## src/rtl/chunked_adder_nbit_if.sv

```systemverilog
// Operand/result bundle for chunked_adder_nbit: the source drives start and operands,
// the adder returns busy, done and the registered result.
`timescale 1ns/1ps
interface chunked_adder_nbit_if #(
  parameter int NUM_BITS = 8
);
  logic                start;
  logic [NUM_BITS-1:0] a;
  logic [NUM_BITS-1:0] b;
  logic                carry_in;
  logic                busy;
  logic                done;
  logic [NUM_BITS-1:0] sum;
  logic                overflow;

  modport master (
    output start, a, b, carry_in,
    input  busy, done, sum, overflow
  );

  modport slave (
    input  start, a, b, carry_in,
    output busy, done, sum, overflow
  );
endinterface

```

## src/rtl/chunked_adder_nbit.sv

```systemverilog
// Multi-cycle ripple adder: adds CHUNK_BITS of a + b + carry_in per clock and
// publishes the wrapped sum and overflow flag with a one-cycle done pulse.
`timescale 1ns/1ps
module chunked_adder_nbit #(
  parameter int NUM_BITS   = 8,
  parameter int CHUNK_BITS = 2,
  parameter int SIGNED_OVF = 0
) (
  input logic                 clk,
  input logic                 n_rst,
  chunked_adder_nbit_if.slave bus
);
  localparam int NUM_CHUNKS = NUM_BITS / CHUNK_BITS;
  localparam int IDX_W      = (NUM_CHUNKS > 1) ? $clog2(NUM_CHUNKS) : 1;
  localparam logic [IDX_W-1:0] LAST_IDX = IDX_W'(NUM_CHUNKS - 1);

  typedef enum logic [1:0] {
    IDLE = 2'd0,
    ADD  = 2'd1,
    DONE = 2'd2
  } state_t;

  function automatic logic [CHUNK_BITS:0] add_chunk(
    input logic [CHUNK_BITS-1:0] x,
    input logic [CHUNK_BITS-1:0] y,
    input logic                  c
  );
    return {1'b0, x} + {1'b0, y} + {{CHUNK_BITS{1'b0}}, c};
  endfunction

  state_t              state_r;
  logic [NUM_BITS-1:0] op_a_r;
  logic [NUM_BITS-1:0] op_b_r;
  logic                carry_r;
  logic [IDX_W-1:0]    idx_r;
  logic [NUM_BITS-1:0] work_r;
  logic [NUM_BITS-1:0] sum_r;
  logic                overflow_r;
  logic                busy_r;
  logic                done_r;

  int                  base_s;
  logic [CHUNK_BITS:0] chunk_s;
  logic [NUM_BITS-1:0] work_next_s;
  logic                ovf_s;
  logic                last_s;

  assign bus.busy     = busy_r;
  assign bus.done     = done_r;
  assign bus.sum      = sum_r;
  assign bus.overflow = overflow_r;

  // Current chunk addition and the overflow the result would carry if this is the last chunk
  always_comb begin
    base_s      = 32'(idx_r) * CHUNK_BITS;
    chunk_s     = add_chunk(op_a_r[base_s +: CHUNK_BITS], op_b_r[base_s +: CHUNK_BITS], carry_r);
    work_next_s = work_r;
    work_next_s[base_s +: CHUNK_BITS] = chunk_s[CHUNK_BITS-1:0];
    last_s      = (idx_r == LAST_IDX);
    if (SIGNED_OVF != 0) begin
      ovf_s = (op_a_r[NUM_BITS-1] == op_b_r[NUM_BITS-1]) &&
              (work_next_s[NUM_BITS-1] != op_a_r[NUM_BITS-1]);
    end else begin
      ovf_s = chunk_s[CHUNK_BITS];
    end
  end

  // Handshake FSM with operand capture, chunk accumulation and registered outputs
  always_ff @(posedge clk or negedge n_rst) begin
    if (!n_rst) begin
      state_r    <= IDLE;
      op_a_r     <= '0;
      op_b_r     <= '0;
      carry_r    <= 1'b0;
      idx_r      <= '0;
      work_r     <= '0;
      sum_r      <= '0;
      overflow_r <= 1'b0;
      busy_r     <= 1'b0;
      done_r     <= 1'b0;
    end else begin
      case (state_r)
        IDLE: begin
          done_r <= 1'b0;
          if (bus.start) begin
            op_a_r  <= bus.a;
            op_b_r  <= bus.b;
            carry_r <= bus.carry_in;
            idx_r   <= '0;
            work_r  <= '0;
            busy_r  <= 1'b1;
            state_r <= ADD;
          end
        end
        ADD: begin
          work_r  <= work_next_s;
          carry_r <= chunk_s[CHUNK_BITS];
          if (last_s) begin
            sum_r      <= work_next_s;
            overflow_r <= ovf_s;
            busy_r     <= 1'b0;
            done_r     <= 1'b1;
            state_r    <= DONE;
          end else begin
            idx_r <= idx_r + IDX_W'(1);
          end
        end
        DONE: begin
          done_r <= 1'b0;
          // A start seen while done is high begins the next operation immediately
          if (bus.start) begin
            op_a_r  <= bus.a;
            op_b_r  <= bus.b;
            carry_r <= bus.carry_in;
            idx_r   <= '0;
            work_r  <= '0;
            busy_r  <= 1'b1;
            state_r <= ADD;
          end else begin
            state_r <= IDLE;
          end
        end
        default: begin
          busy_r  <= 1'b0;
          done_r  <= 1'b0;
          state_r <= IDLE;
        end
      endcase
    end
  end
endmodule

```

## src/flat_wrapper.sv

```systemverilog
// flat-port wrapper written by rule: the top's interface ports become plain ports
module chunked_adder_nbit_flat 
#(
  parameter int NUM_BITS   = 8,
  parameter int CHUNK_BITS = 2,
  parameter int SIGNED_OVF = 0
)
  (clk, n_rst, bus_start, bus_a, bus_b, bus_carry_in, bus_busy, bus_done, bus_sum, bus_overflow);
  chunked_adder_nbit_if #(.NUM_BITS(NUM_BITS)) bus_i ();
  input logic clk;
  input logic n_rst;
  input wire logic [$bits(bus_i.start)-1:0] bus_start;
  input wire logic [$bits(bus_i.a)-1:0] bus_a;
  input wire logic [$bits(bus_i.b)-1:0] bus_b;
  input wire logic [$bits(bus_i.carry_in)-1:0] bus_carry_in;
  output wire logic [$bits(bus_i.busy)-1:0] bus_busy;
  output wire logic [$bits(bus_i.done)-1:0] bus_done;
  output wire logic [$bits(bus_i.sum)-1:0] bus_sum;
  output wire logic [$bits(bus_i.overflow)-1:0] bus_overflow;
  assign bus_i.start = bus_start;
  assign bus_i.a = bus_a;
  assign bus_i.b = bus_b;
  assign bus_i.carry_in = bus_carry_in;
  assign bus_busy = bus_i.busy;
  assign bus_done = bus_i.done;
  assign bus_sum = bus_i.sum;
  assign bus_overflow = bus_i.overflow;
  chunked_adder_nbit #(.NUM_BITS(NUM_BITS), .CHUNK_BITS(CHUNK_BITS), .SIGNED_OVF(SIGNED_OVF)) u_core (.clk(clk), .n_rst(n_rst), .bus(bus_i));
endmodule
```

## config.mk

```make
export PLATFORM = sky130hd
export DESIGN_NAME = chunked_adder_nbit_flat
export DESIGN_NICKNAME = d
export VERILOG_FILES = /design/src/rtl/chunked_adder_nbit_if.sv /design/src/rtl/chunked_adder_nbit.sv /design/src/flat_wrapper.sv
export SDC_FILE = /design/constraint.sdc
export NUM_CORES = 1
export LEC_CHECK = 0
export ABC_AREA = 1
export CORE_ASPECT_RATIO = 0.9
export CORE_MARGIN = 1
export CORE_UTILIZATION = 50
export DETAILED_ROUTE_END_ITERATION = 10
export PLACE_DENSITY = 0.75
export REMOVE_ABC_BUFFERS = 1
export SLEW_MARGIN = 25
export SYNTH_ARGS = -nofsm -noshare
export SYNTH_HDL_FRONTEND = slang
export SYNTH_SLANG_ARGS = --single-unit
```

## constraint.sdc

```tcl
create_clock -name clk -period 2.9 [get_ports clk]
set_clock_uncertainty 0.05 [all_clocks]
set_input_delay 0.58 -clock clk [delete_from_list [all_inputs] [get_ports clk]]
set_output_delay 0.58 -clock clk [all_outputs]
set_load 0.01 [all_outputs]
```

==> impl_metrics.py <==
metrics = {
    "status": {
        "outcome": "finished with violations",
        "violations": "design-rule violations",
    },
    "finish": {
        "fin_area_um2": 2396,
        "diodes": 0,
        "drive_gt1_share_pct": 7.407,
        "area_growth_pct": 23.63,
        "layout.nets": 297,
    },
    "yosys": {
        "synth-compound-area-share_pct": 7.747,
        "synth.area.top_cells": "dfrtp_1 52%, nand2_1 19%, nand3_1 5.2%, ha_1 3.9%, nor2_1 3.5%",
        "yosysSeqAreaShare_pct": 51.65,
        "synth_cell_types": 23,
        "yosysWarningCount": 0,
        "synth_mux_area_share_pct": 0,
        "synth_top_family_by_area": "simple AND/OR/NAND/NOR gates",
        "synth_cells": 236,
        "synth_seq_cells": 40,
        "synth_xor_area_share_pct": 0,
        "syn_area_um2": 1938,
        "syn_area_per_cell_um2": 8.212,
        "netlist.area_leader.share_pct": 51.65,
        "synthSimpleGateAreaFrac_pct": 28.66,
        "synthAdderAreaFrac_pct": 5.939,
        "yosysTopAreaCell": "dfrtp_1",
    },
    "timing": {
        "hold_violations": 0,
        "post-route-min-period_ns": 2.329,
        "slew_headroom_pct": 42.92,
        "drv_slew": 0,
        "setup_tns_ns": 0,
        "worstMarginPinSlew_ns": 0.8562,
        "fmax_ghz": 0.4293,
        "setup_viol": 0,
        "rsz0062_at_grt": "false",
        "period_share_pct": 80.33,
    },
    "power": {
        "peakVddDrop_v": 0.0006186,
        "p_per_area_nw_per_um2": 1127,
        "power.leakage_uw": 0.001243,
        "power_uw": 2700,
    },
    "floorplanning": {
        "die_w_um": 67.63,
        "dieHeight_um": 61.07,
        "die_area_um2": 4130,
        "start_util_pct": 52.31,
        "pin_count": 31,
        "rows": 21,
        "core_area_um2": 3705,
    },
    "critical_path": {
        "reg2reg_setup_slack_ns": 0.57,
        "rr_endpoint": "u_core.work_r[3]",
        "startpoint_type": "flip-flop",
        "critPathArrivalTime_ns": 2.52,
        "path_class": "flip-flop to flip-flop",
        "crit_path_end_kind": "flip-flop",
        "cp_data_required_time_ns": 3.09,
        "r2r-start": "u_core.idx_r[0]",
        "reg2reg_depth": 9,
        "crit_fanout": 15,
    },
    "grt": {
        "grt_pass1_vias": 1446,
        "grt_use_total_pct": 21.78,
        "grt_max_degree": 41,
        "antenna_found_initial": 0,
        "grt_pass1_wl_um": 6548,
        "overflow": 0,
    },
    "drt": {
        "first_pass_iters": 8,
        "drc": 2,
        "routed_wl_um": 3759,
        "via_per_inst": 4.877,
        "ant_nets": 0,
        "post_drt_wl_per_cell_um": 11.90,
        "vias": 1541,
        "drtIter0Drc": 121,
    },
    "clocking": {
        "cts_max_path_buffers": 2,
        "hold_buffers": 0,
        "cts_setup_buffers": 0,
        "cts_root_buf": "clkbuf_8",
        "cts_htree_levels": 2,
        "cts_buffers": 5,
        "cts_tree": "yes",
        "worstSkewPairLatency_ns": 0.30,
        "clkSinkCount": 40,
        "cts_resized": 0,
        "clk_pin_slew_worst_paths_ns": 0.08,
    },
    "flow_run": {
        "drv_cap": 0,
    },
    "placed_design": {
        "port_buffers": 30,
        "place_area_um2": 2270,
        "dp_hpwl_um": 2694,
        "gp_congestion": 0.8816,
    },
    "worst_hold_path": {
        "hold_class": "primary input to async pin",
    },
}
[power breakdown]
part	switching, µW	leakage [µW]	internal (µW)
logic	742	0.000661	498
clock network	195	0.0000645	304
registers	152	0.000517	809
total	1090	0.00124	1610
[layer usage]
metal / routed length [µm] / up-vias / global-route usage [%]
met1: 2076 / 707 / 32.74
met3: 108 / 5 / 5.000
met5: 0 / - / 0
met4: 35 / 0 / 7.295
met2: 1538 / 24 / 30.83
li1: - / 805 / -
[state kept, by name (all words and copies together), names as in the netlist]
signal and cells:
u_core.bus.sum 8, u_core.op_a_r 8, u_core.op_b_r 8, u_core.work_r 8
u_core.idx_r 2, u_core.state_r 2, u_core.bus.busy 1, u_core.bus.done 1
u_core.bus.overflow 1, u_core.carry_r 1
[cell usage after synthesis (all sizes together)]
cell	number
fa	2
clkbuf	1
nor2	18
dfrtp	40
o211ai	1
o21ai	13
or2	1
a21oi	2
ha	6
nand3	20
nand2	99
buf	6
o22ai	3
o21bai	6
inv	18
[worst max-delay path, cell delays in order (launching register included)]
cell and delay (ns):
dfrtp_1 0.36, inv_1 0.19, o21ai_0 0.22, o22ai_1 0.11, fa_1 0.41, fa_1 0.53, nand3_1 0.10, o21bai_1 0.17
nand2_1 0.07, nand2_1 0.06
[placed cells by master, fill, tap and decap left out, drive strengths merged, types with 2 or more instances in the layout]
cell           instances
a21oi                  2
buf                    4
clkbuf                 7
clkdlybuf4s50         29
dfrtp                 40
fa                     2
ha                     6
inv                   18
nand2                 99
nand3                 20
nor2                  18
o21ai                 13
o21bai                 6
o22ai                  3
[cell families (layout without fill, tap and decap cells)]
family / count (synthesis) / in the layout
and+or+nand+nor: 138 / 138
adders and majority gates: 8 / 8
buffers and inverters: 25 / 59
AOI/OAI and AO/OA: 25 / 25
DFF: 40 / 40
[metrics by stage]
stage,hold slack [ns],utilization [%],instances,setup WS [ns]
4_1_cts,0.3678,64.67,316,0.5703
2_1_floorplan,0.2344,-,229,0.4790
3_5_place_dp,0.4114,61.26,308,0.5954
3_3_place_gp,0.4123,61.26,308,0.6453
5_1_grt,0.4080,64.67,316,0.3104
6_report,0.3364,64.67,316,0.5705
[worst max path at each step]
stage	cells after the start	endpoint	slack [ns]	from
after floorplan	9	u_core.bus.sum[3]	0.48	u_core.idx_r[0]
after global placement	9	u_core.bus.sum[3]	0.65	u_core.idx_r[0]
after detailed placement	9	u_core.work_r[3]	0.60	u_core.idx_r[0]
after CTS	9	u_core.work_r[3]	0.57	u_core.idx_r[0]
after global routing	9	u_core.bus.sum[7]	0.31	u_core.idx_r[0]
final	9	u_core.work_r[3]	0.57	u_core.idx_r[0]
[final cells by class]
cell class,instances,area [µm²]
multi-input cells,171,820.8
flip-flops and latches,40,1001
clock inverters,1,30.03
fillers,311,1309
well taps,46,57.56
clock buffers,7,96.34
repair buffers,33,317.8
inverters,18,72.57
No activity file was read; power rests on OpenSTA's default activity.
